==> config.mk <==
export PLATFORM = sky130hd
export DESIGN_NAME = udp_txbuf_arb
export DESIGN_NICKNAME = d
export VERILOG_FILES = /design/src/rtl/udp_txbuf_arb.sv
export SDC_FILE = /design/constraint.sdc
export NUM_CORES = 1
export LEC_CHECK = 0
export ABC_AREA = 1
export BUFFER_PORTS_ARGS = -buffer_cell sky130_fd_sc_hd__buf_2
export CAP_MARGIN = 30
export CORE_ASPECT_RATIO = 0.6
export CORE_MARGIN = 10
export CORE_UTILIZATION = 32
export DETAILED_ROUTE_END_ITERATION = 8
export GPL_TIMING_DRIVEN = 1
export PLACE_DENSITY = 0.84
export SYNTH_ARGS = -nofsm -noshare
export SYNTH_HDL_FRONTEND = slang
export SYNTH_SLANG_ARGS = --single-unit
==> constraint.sdc <==
create_clock -name clk -period 2.15 [get_ports clk]
set_input_delay 0.43 -clock clk [delete_from_list [all_inputs] [get_ports clk]]
set_output_delay 0.43 -clock clk [all_outputs]
set_load 0.1 [all_outputs]
==> src/rtl/udp_txbuf_arb.sv <==
// Two-requester arbiter sharing the ros2_ether UDP TX buffer handshake; round-robin by default.
// Build option: define UDP_TXBUF_ARB_FIXED_PRIO_EN for fixed priority (req_0 always wins).
`ifndef UDP_TXBUF_AWIDTH
`define UDP_TXBUF_AWIDTH 11
`endif

module udp_txbuf_arb #(
  parameter int AWIDTH = `UDP_TXBUF_AWIDTH
) (
  input  logic              clk,
  input  logic              rst_n,
  input  logic              udp_txbuf_grant,
  output logic              udp_txbuf_rel,
  input  logic [AWIDTH-1:0] udp_txbuf_addr,
  input  logic              udp_txbuf_ce,
  output logic [31:0]       udp_txbuf_rdata,
  input  logic              req_0,
  output logic              grant_0,
  input  logic              rel_0,
  output logic [AWIDTH-1:0] addr_0,
  output logic              ce_0,
  input  logic [31:0]       rdata_0,
  input  logic              req_1,
  output logic              grant_1,
  input  logic              rel_1,
  output logic [AWIDTH-1:0] addr_1,
  output logic              ce_1,
  input  logic [31:0]       rdata_1
);

  typedef enum logic [1:0] {IDLE, OWN, DRAIN} state_t;

  state_t state;
  logic   sel;
  logic   last;
  logic   low_seen;
  logic   rel_q;
  logic   req_sel;
  logic   rel_sel;
  logic   pick;

  assign req_sel = sel ? req_1 : req_0;
  assign rel_sel = sel ? rel_1 : rel_0;

  always_comb begin
    pick = 1'b0;
`ifdef UDP_TXBUF_ARB_FIXED_PRIO_EN
    pick = ~req_0;
`else
    if (req_0 && req_1) pick = ~last;
    else                pick = req_1;
`endif
  end

  // DRAIN only exits after a low-then-high grant, so rel_q can never fire twice back to back.
  always_ff @(posedge clk or negedge rst_n) begin
    if (!rst_n) begin
      state    <= IDLE;
      sel      <= 1'b0;
      last     <= 1'b1;
      low_seen <= 1'b0;
      rel_q    <= 1'b0;
    end else begin
      rel_q <= 1'b0;
      case (state)
        IDLE: begin
          if (udp_txbuf_grant && (req_0 || req_1)) begin
            sel   <= pick;
            state <= OWN;
          end
        end
        OWN: begin
          if (rel_sel && udp_txbuf_grant) begin
            state    <= DRAIN;
            rel_q    <= 1'b1;
            last     <= sel;
            low_seen <= 1'b0;
          end else if (!req_sel && !rel_sel) begin
            state <= IDLE;
          end
        end
        DRAIN: begin
          if (!udp_txbuf_grant) low_seen <= 1'b1;
          else if (low_seen)    state    <= IDLE;
        end
        default: state <= IDLE;
      endcase
    end
  end

  assign udp_txbuf_rel   = rel_q;
  assign grant_0         = (state == OWN) && !sel && udp_txbuf_grant;
  assign grant_1         = (state == OWN) &&  sel && udp_txbuf_grant;
  assign ce_0            = (state == DRAIN) && !sel && udp_txbuf_ce;
  assign ce_1            = (state == DRAIN) &&  sel && udp_txbuf_ce;
  assign addr_0          = udp_txbuf_addr;
  assign addr_1          = udp_txbuf_addr;
  assign udp_txbuf_rdata = sel ? rdata_1 : rdata_0;

endmodule

==> results of run 1 <==
## path summary, 6_finish.rpt
check / start / endpoint / slack (ns) / cells past startpoint
setup / recovery: state[1]$_DFFE_PN0P_ / grant_0 / 0.20 / 6
hold / removal: rst_n / sel$_DFFE_PN0P_ / 0.02 / 1
setup reg to reg: sel$_DFFE_PN0P_ / state[0]$_DFFE_PN0P_ / 1.01 / 7
hold reg to reg: last$_DFFE_PN1P_ / last$_DFFE_PN1P_ / 0.46 / 2
max in group asynchronous: rst_n / last$_DFFE_PN1P_ / 1.90 / 1
min in group clk: rel_1 / last$_DFFE_PN1P_ / 0.44 / 3
## registers in the layout, indices dropped and copies added (netlist names)
signal         flops
sel                1
low_seen           1
last               1
state              2
udp_txbuf_rel      1
## cells by family (layout without fill, tap and decap cells)
| family | after synthesis | in the layout |
|---|---|---|
| simple gates | 125 | 125 |
| buf+inv | 40 | 126 |
| compound gates | 4 | 4 |
| flops | 6 | 6 |
## metal layers
| layer | routed length (um) | vias to the layer above | GRT usage [%] |
|---|---|---|---|
| li1 | - | 668 | - |
| met1 | 1450 | 509 | 13.3 |
| met2 | 1640 | 87 | 19.8 |
| met3 | 686 | 4 | 8.20 |
| met4 | 26 | 0 | 2.93 |
| met5 | 0 | - | 0 |
## synth_stat cells (all sizes together)
library cell	instances
a21boi	1
buf	29
dfrtp	5
dfstp	1
inv	11
nand2	114
nand3	3
nor2	5
nor3	2
o21a	1
o21ai	2
or2	1
## area by class of cell
type,instances,area [um^2],share of cell area (%)
timing repair buffer,111,621,42.8
multi-input combinational,129,539,37.2
sequential,6,151,10.4
tap,42,52.6,3.62
clock buffer,4,45.0,3.11
inverter,11,41.3,2.85
## stage by stage
stage,setup TNS [ns],utilization [%],cells,instance area (um^2),hold slack [ns]
6_report,0,51.2,303,1450,0.0214
5_1_grt,0,51.2,303,1450,0.0303
4_1_cts,0,51.2,303,1450,0.0226
3_5_place_dp,0,49.6,299,1410,0.263
3_3_place_gp,0,49.6,299,1410,0.258
2_1_floorplan,-0.481,-,175,946,0.134
## worst max-delay path: stages, from the launching register on
cell and delay (ns):
dfrtp_1 0.36, inv_1 0.07, nand2_1 0.08, nor2_2 0.15
inv_1 0.07, nor2_1 0.11, buf_2 0.44
==> results.py, run 1 <==
metrics = {
    "min_path": {
        "hold_path.class": "primary input to async pin",
    },
    "synth": {
        "synth.distinct_cells": 19,
        "syn_inst": 175,
        "netlist_top_cells_area": "nand2_1, buf_4, dfrtp_1",
        "synth_top_cell_by_area": "nand2_1",
        "yosys.area_share.xor_xnor_pct": 0,
        "synth_seq_cells": 6,
        "synth_compound_area_share_pct": 2.69,
        "synthesis.area_um2": 930,
        "synthSimpleGateAreaFrac_pct": 53.6,
        "synth_top_family_by_area": "simple AND/OR/NAND/NOR gates",
        "ys_seq_area_share_pct": 16.3,
        "synth.top_cell.area_share_pct": 45.2,
        "ys.warnings.count": 0,
        "syn_nets": 258,
        "yosys.area_share.adder_pct": 0,
        "syn_avg_cell_area_um2": 5.31,
        "muxShareOfSynthArea_pct": 0,
    },
    "place": {
        "post-dp-hpwl_um": 3320,
        "place_congestion": 0.878,
        "dpl_worst_slack_ns": 0.343,
        "io_buffers": 108,
    },
    "floorplan": {
        "num_rows": 15,
        "fp.coreArea_mm2": 0.00283,
        "initial_core_util_pct": 32.8,
        "ios": 142,
        "fp.dieW_um": 89.6,
        "die_area_mm2": 0.00553,
        "die_h_um": 61.8,
    },
    "clock_tree": {
        "cts-resized-gates": 0,
        "path_clk_slew_ns": 0.04,
        "clockBufferDepth": 2,
        "cts_tree": "yes",
        "htree_levels": 1,
        "cts_setup_buffers": 0,
        "cts_root_buffer": "clkbuf_8",
        "numCtsBuffers": 3,
        "clk_latency_ns": 0.23,
        "ctsHoldBuffers": 0,
        "cts_sinks": 6,
    },
    "drt": {
        "vias": 1268,
        "antenna_left": 0,
        "routed_wl_um": 3800,
        "via_per_inst": 4.18,
        "drt_iter0_markers": 37,
        "drt-wirelength-per-cell_um": 12.6,
        "dr.pass1.iters": 4,
        "drc": 0,
    },
    "layout": {
        "nFillCells": 320,
        "layout-drive-gt1-share_pct": 47.1,
        "nets": 345,
        "area_delta_synth_final_pct": 56.0,
        "num_antenna_cells": 0,
        "layout_common_cells": "nand2_1, buf_2, inv_1, dfrtp_1, buf_12",
        "final_common_cell": "nand2_1",
    },
    "grt": {
        "grt_pass1_wl_um": 5410,
        "antenna_found_initial": 0,
        "grt_pass1_vias": 1214,
        "grt_overflow": 0,
        "gr-usage-all-layers_pct": 12.3,
        "grt_max_degree": 36,
    },
    "sta": {
        "setup_ws_ns": 0.203,
        "worstMarginPinSlew_ns": 0.506,
        "rsz0062_at_grt": "false",
        "hold_viol": 0,
        "finalCriticalPeriod_ns": 1.95,
        "clock_skew_ns": 0.00287,
        "slew_headroom_pct": 66.5,
        "finalMaxSlewViolations": 0,
        "finalCritPeriodShare_pct": 90.6,
        "max_freq_mhz": 514,
        "setup_viol": 0,
    },
    "setup_path": {
        "crit_path_end_kind": "output port",
        "cp_max_fo": 3,
        "arrival_ns": 1.52,
        "worst-setup-path-type": "register to output port",
        "critPathLaunchType": "register",
        "cp.required_ns": 1.72,
    },
    "flow_run": {
        "cap_violations": 0,
    },
    "run_status": {
        "status": "finished clean",
    },
}
Power of run 1 is left out: the tool's default activity adds up to more than one toggle a clock period on the data nets, which glitch-free logic cannot reach.
==> inputs of run 2 (changes only) <==
==> config.mk (replaced) <==
export PLATFORM = sky130hd
export DESIGN_NAME = udp_txbuf_arb
export DESIGN_NICKNAME = d
export VERILOG_FILES = /design/src/rtl/udp_txbuf_arb.sv
export SDC_FILE = /design/constraint.sdc
export NUM_CORES = 1
export LEC_CHECK = 0
export BUFFER_PORTS_ARGS = -buffer_cell sky130_fd_sc_hd__buf_2
export CAP_MARGIN = 30
export CORE_ASPECT_RATIO = 0.6
export CORE_MARGIN = 10
export CORE_UTILIZATION = 30
export DETAILED_ROUTE_END_ITERATION = 8
export GPL_TIMING_DRIVEN = 1
export PLACE_DENSITY = 0.81
export SKIP_CTS_REPAIR_TIMING = 1
export SYNTH_ARGS = -nofsm -noshare
export SYNTH_HDL_FRONTEND = slang
export SYNTH_SLANG_ARGS = --single-unit
==> run 2 against run 1 <==
  * Clock skew is 0.0042 ns higher
  * Global-route usage is 1.3 points higher
  * Clock-buffer cell count stayed put
  * Worst hold slack worse by 0.0032 ns
  * Critical path depth is 3 lower
  * Highest routed layer unchanged
==> results.py, run 2 <==
metrics = {
    "sta": {
        "finalCriticalPeriod_ns": 1.98,
        "finalCritPeriodShare_pct": 92.0,
        "rsz0062_at_grt": "false",
        "setup_viol": 0,
        "finalMaxSlewViolations": 0,
        "max_freq_mhz": 505,
        "slew_headroom_pct": 67.2,
        "setup_ws_ns": 0.171,
        "worstMarginPinSlew_ns": 0.485,
        "hold_viol": 0,
        "clock_skew_ns": 0.00707,
        "fin_setup_tns_ns": 0,
    },
    "grt": {
        "antenna_found_initial": 0,
        "grt_overflow": 0,
        "gr-usage-all-layers_pct": 13.6,
        "grt_max_degree": 15,
        "grt_pass1_wl_um": 5650,
        "grt_pass1_vias": 1140,
    },
    "floorplan": {
        "fp.coreArea_mm2": 0.00283,
        "die_area_mm2": 0.00553,
        "die_h_um": 61.8,
        "num_rows": 15,
        "ios": 142,
        "fp.dieW_um": 89.6,
        "initial_core_util_pct": 30.8,
    },
    "layout": {
        "nFillCells": 214,
        "fin_cells": 220,
        "finalInstanceArea_mm2": 0.00186,
        "nets": 262,
        "largest_reg_flops": 2,
        "top_register": "state",
        "num_antenna_cells": 0,
        "area_delta_synth_final_pct": 114,
        "layout-drive-gt1-share_pct": 85.4,
        "layout_common_cells": "buf_2, buf_12, mux2_2, dfrtp_1",
        "final_common_cell": "buf_2",
    },
    "power": {
        "ir_worst_vdd_mv": 0.959,
        "powerDensity_mw_per_mm2": 1820,
        "leakage_nw": 0.931,
        "power_mw": 3.39,
    },
    "flow_run": {
        "cap_violations": 0,
    },
    "clock_tree": {
        "numCtsBuffers": 3,
        "cts_tree": "yes",
        "htree_levels": 1,
        "clk_latency_ns": 0.23,
        "clockBufferDepth": 2,
        "cts_sinks": 6,
        "cts_root_buffer": "clkbuf_8",
        "path_clk_slew_ns": 0.04,
    },
    "drt": {
        "vias": 1017,
        "drc": 0,
        "dr.pass1.iters": 4,
        "drt_iter0_markers": 12,
        "routed_wl_um": 4110,
        "drt-wirelength-per-cell_um": 18.7,
        "antenna_left": 0,
        "via_per_inst": 4.62,
    },
    "setup_path": {
        "arrival_ns": 1.55,
        "critPathLaunchType": "register",
        "r2r_cells": 4,
        "cp_max_fo": 12,
        "worst-setup-path-type": "register to output port",
        "r2r-start": "sel$_DFFE_PN0P_",
        "reg2reg_slack_ns": 0.56,
        "cp.required_ns": 1.72,
        "startpoint": "sel$_DFFE_PN0P_",
        "crit_path_end_kind": "output port",
    },
    "synth": {
        "ys.warnings.count": 0,
        "synth_seq_cells": 6,
        "synth_most_common_cell": "mux2_2",
        "syn_avg_cell_area_um2": 9.80,
        "async_reset_ff_share_pct": 100,
        "netlist_top_cells_area": "mux2_2, buf_4, dfrtp_1",
        "ys_seq_area_share_pct": 17.4,
        "synthesis.area_um2": 872,
        "synth.top_cell.area_share_pct": 42.6,
        "syn_nets": 172,
        "synth_common_cells": "mux2_2, buf_4, dfrtp_1",
        "synth.distinct_cells": 21,
        "synth-edff-count": 0,
        "synth_top_cell_by_area": "mux2_2",
        "ys.flop_type": "dfrtp_1",
        "syn_inst": 89,
    },
    "place": {
        "post-dp-hpwl_um": 3840,
        "dp_cells": 216,
        "place_area_mm2": 0.00182,
        "dpl_worst_slack_ns": 0.323,
        "io_buffers": 108,
        "place_congestion": 0.822,
    },
    "run_status": {
        "status": "finished clean",
    },
    "min_path": {
        "hold_path.class": "primary input to async pin",
    },
}
[run 2: final timing paths]
kind / endpoint
hold / removal: low_seen$_DFFE_PN0P_
setup reg to reg: state[0]$_DFFE_PN0P_
hold reg to reg: low_seen$_DFFE_PN0P_
min in group clk: low_seen$_DFFE_PN0P_
setup / recovery: udp_txbuf_rdata[7]
max in group asynchronous: last$_DFFE_PN1P_
[run 2: power by group]
group	total, mW	internal [mW]	switching [mW]
clock network	0.180	0.128	0.0518
logic	2.99	1.08	1.90
registers	0.224	0.167	0.0567
[run 2: cell type report]
cell class	count	area (um^2)	area share, %
repair buffers	111	1070	57.6
multi-input cells	55	533	28.6
flip-flops and latches	6	151	8.13
well taps	42	52.6	2.82
clock buffers	4	45.0	2.42
inverters	2	7.51	0.403
[run 2: worst max-delay path, stage by stage, from the launching register on]
cell and delay, ns:
dfrtp_1 0.48, buf_4 0.26, mux2_2 0.39, buf_12 0.17
[run 2: routing by layer]
layer	global-route usage [%]	up-vias	share of wire [%]
met5	0	-	0
met2	23.6	85	48
met4	5.18	0	1.5
met1	12.2	448	31
met3	10.2	13	19
li1	-	471	-
[run 2: metrics by stage]
stage	hold WS, ns	utilization, %
6_report	0.0182	65.7
5_1_grt	0.0287	65.7
4_1_cts	0.0192	65.7
3_5_place_dp	0.260	64.2
3_3_place_gp	0.258	64.2
2_1_floorplan	0.134	-
[run 2: cell families after synthesis]
kind of cell	count (synthesis)	synth area share, %
AOI/OAI and AO/OA	7	7.32
buffers and inverters	28	22.4
DFF	6	17.4
muxes	34	44.3
and+or+nand+nor	14	8.61
Power figures use the tool's default switching activity.
==> inputs of run 3 (changes only) <==
==> constraint.sdc (replaced) <==
create_clock -name clk -period 2.4 [get_ports clk]
set_input_delay 0.48 -clock clk [delete_from_list [all_inputs] [get_ports clk]]
set_output_delay 0.48 -clock clk [all_outputs]
set_load 0.1 [all_outputs]
==> run 3 against run 2 <==
  * Combinational power down 10%
  * Critical path type unchanged
  * Clock skew up 0.00090 ns
  * Final area down 0.40%
  * Largest power group unchanged
  * Worst setup slack better by 0.22 ns
  * First-iteration DRC count up 110%
  * Utilization down 0.26 points
  * Clock power down 13%
  * Flip-flop and latch count unchanged
==> results.py, run 3 (synthesized netlist as in run 2, its figures left out) <==
metrics = {
    "run_status": {
        "status": "finished clean",
    },
    "floorplan": {
        "num_rows": 15,
        "ios": 142,
        "die_area_mm2": 0.00553,
        "fp.coreArea_mm2": 0.00283,
        "initial_core_util_pct": 30.8,
        "die_h_um": 61.8,
        "fp.dieW_um": 89.6,
    },
    "layout": {
        "top_register": "state",
        "final_common_cell": "buf_2",
        "finalInstanceArea_mm2": 0.00186,
        "layout_common_cells": "buf_2, buf_12, mux2_2, dfrtp_1",
        "largest_reg_flops": 2,
        "nets": 261,
        "area_delta_synth_final_pct": 113,
        "layout-drive-gt1-share_pct": 85.3,
        "finish.utilization_pct": 65.5,
        "num_antenna_cells": 0,
    },
    "clock_tree": {
        "cts_sinks": 6,
        "htree_levels": 1,
        "cts_root_buffer": "clkbuf_8",
        "numCtsBuffers": 3,
        "clk_latency_ns": 0.23,
        "path_clk_slew_ns": 0.04,
        "clockBufferDepth": 2,
        "cts_tree": "yes",
    },
    "drt": {
        "vias": 1004,
        "drt-wirelength-per-cell_um": 17.8,
        "antenna_left": 0,
        "dr.pass1.iters": 4,
        "via_per_inst": 4.58,
        "drc": 0,
        "routed_wl_um": 3900,
        "drt_iter0_markers": 25,
    },
    "power": {
        "powerDensity_mw_per_mm2": 1630,
        "leakage_nw": 0.926,
        "ir_worst_vdd_mv": 0.920,
    },
    "sta": {
        "worstMarginPinSlew_ns": 0.487,
        "setup_ws_ns": 0.393,
        "finalCriticalPeriod_ns": 2.01,
        "clock_skew_ns": 0.00797,
        "max_freq_mhz": 498,
        "setup_viol": 0,
        "hold_viol": 0,
        "finalCritPeriodShare_pct": 83.6,
        "fin_setup_tns_ns": 0,
        "finalMaxSlewViolations": 0,
        "hold-worst-slack_ns": 0.0662,
        "slew_headroom_pct": 67.1,
        "rsz0062_at_grt": "false",
    },
    "place": {
        "post-dp-hpwl_um": 3600,
        "io_buffers": 108,
        "place_area_mm2": 0.00181,
        "dpl_worst_slack_ns": 0.478,
        "place_congestion": 0.853,
    },
    "grt": {
        "met3_usage_pct": 10.7,
        "grt_pass1_wl_um": 5510,
        "grt_overflow": 0,
        "top_usage_layer": "met2",
        "grt_pass1_vias": 1162,
        "grtUsageMet2_pct": 21.6,
        "use_met1_pct": 12.1,
        "antenna_found_initial": 0,
        "gr-usage-all-layers_pct": 13.1,
        "grt_max_degree": 22,
    },
    "flow_run": {
        "cap_violations": 0,
    },
    "setup_path": {
        "critPathLaunchType": "register",
        "arrival_ns": 1.53,
        "cp_max_fo": 6,
        "cp_num_buf_inv": 1,
        "crit_family": "simple AND/OR/NAND/NOR gates",
        "crit_path_max_incr_delay_ns": 0.44,
        "cp.required_ns": 1.92,
        "crit_path_end_kind": "output port",
        "worst-setup-path-type": "register to output port",
        "path_cells": "and3b_1 -> nor2b_2 -> buf_2",
        "cp_slowest_cell": "dfrtp_1",
    },
    "min_path": {
        "hold_path.class": "primary input to async pin",
    },
}
[run 3: cell count changes in the layout (fill, tap and decap cells not counted), sizes merged]
cell,delta
buf,-1
[run 3: final timing paths]
check	cells past startpoint	endpoint	slack (ns)	startpoint
worst max-delay path	3	grant_0	0.39	state[0]$_DFFE_PN0P_
worst min-delay path	1	low_seen$_DFFE_PN0P_	0.07	rst_n
worst max register to register	4	state[0]$_DFFE_PN0P_	0.94	sel$_DFFE_PN0P_
worst min register to register	2	low_seen$_DFFE_PN0P_	0.56	low_seen$_DFFE_PN0P_
max in group asynchronous	1	last$_DFFE_PN1P_	2.11	rst_n
min in group clk	2	low_seen$_DFFE_PN0P_	0.54	udp_txbuf_grant
[run 3: per-stage QoR]
stage                     power [mW]  instances
after floorplan                 2.12         89
after global placement          2.86        215
after detailed placement        2.89        215
after CTS                       3.05        219
after global routing            3.13        219
final                           3.02        219
[run 3: layout make-up]
type                    count  area (um^2)
multi-input cells          55          533
fillers                   209          978
well taps                  42         52.6
flip-flops and latches      6          151
clock buffers               4         45.0
repair buffers            110         1070
inverters                   2         7.51
[run 3: routing by layer]
metal,vias to the layer above,wire [um]
li1,468,-
met1,436,1230
met2,90,1820
met3,10,790
met4,0,54
met5,-,0
[run 3: report_power, final]
part,leakage (nW),internal (mW),total (mW),switching (mW)
logic,0.828,0.962,2.68,1.72
registers,0.0747,0.150,0.185,0.0347
clock network,0.0228,0.114,0.157,0.0425
total,0.926,1.23,3.02,1.80
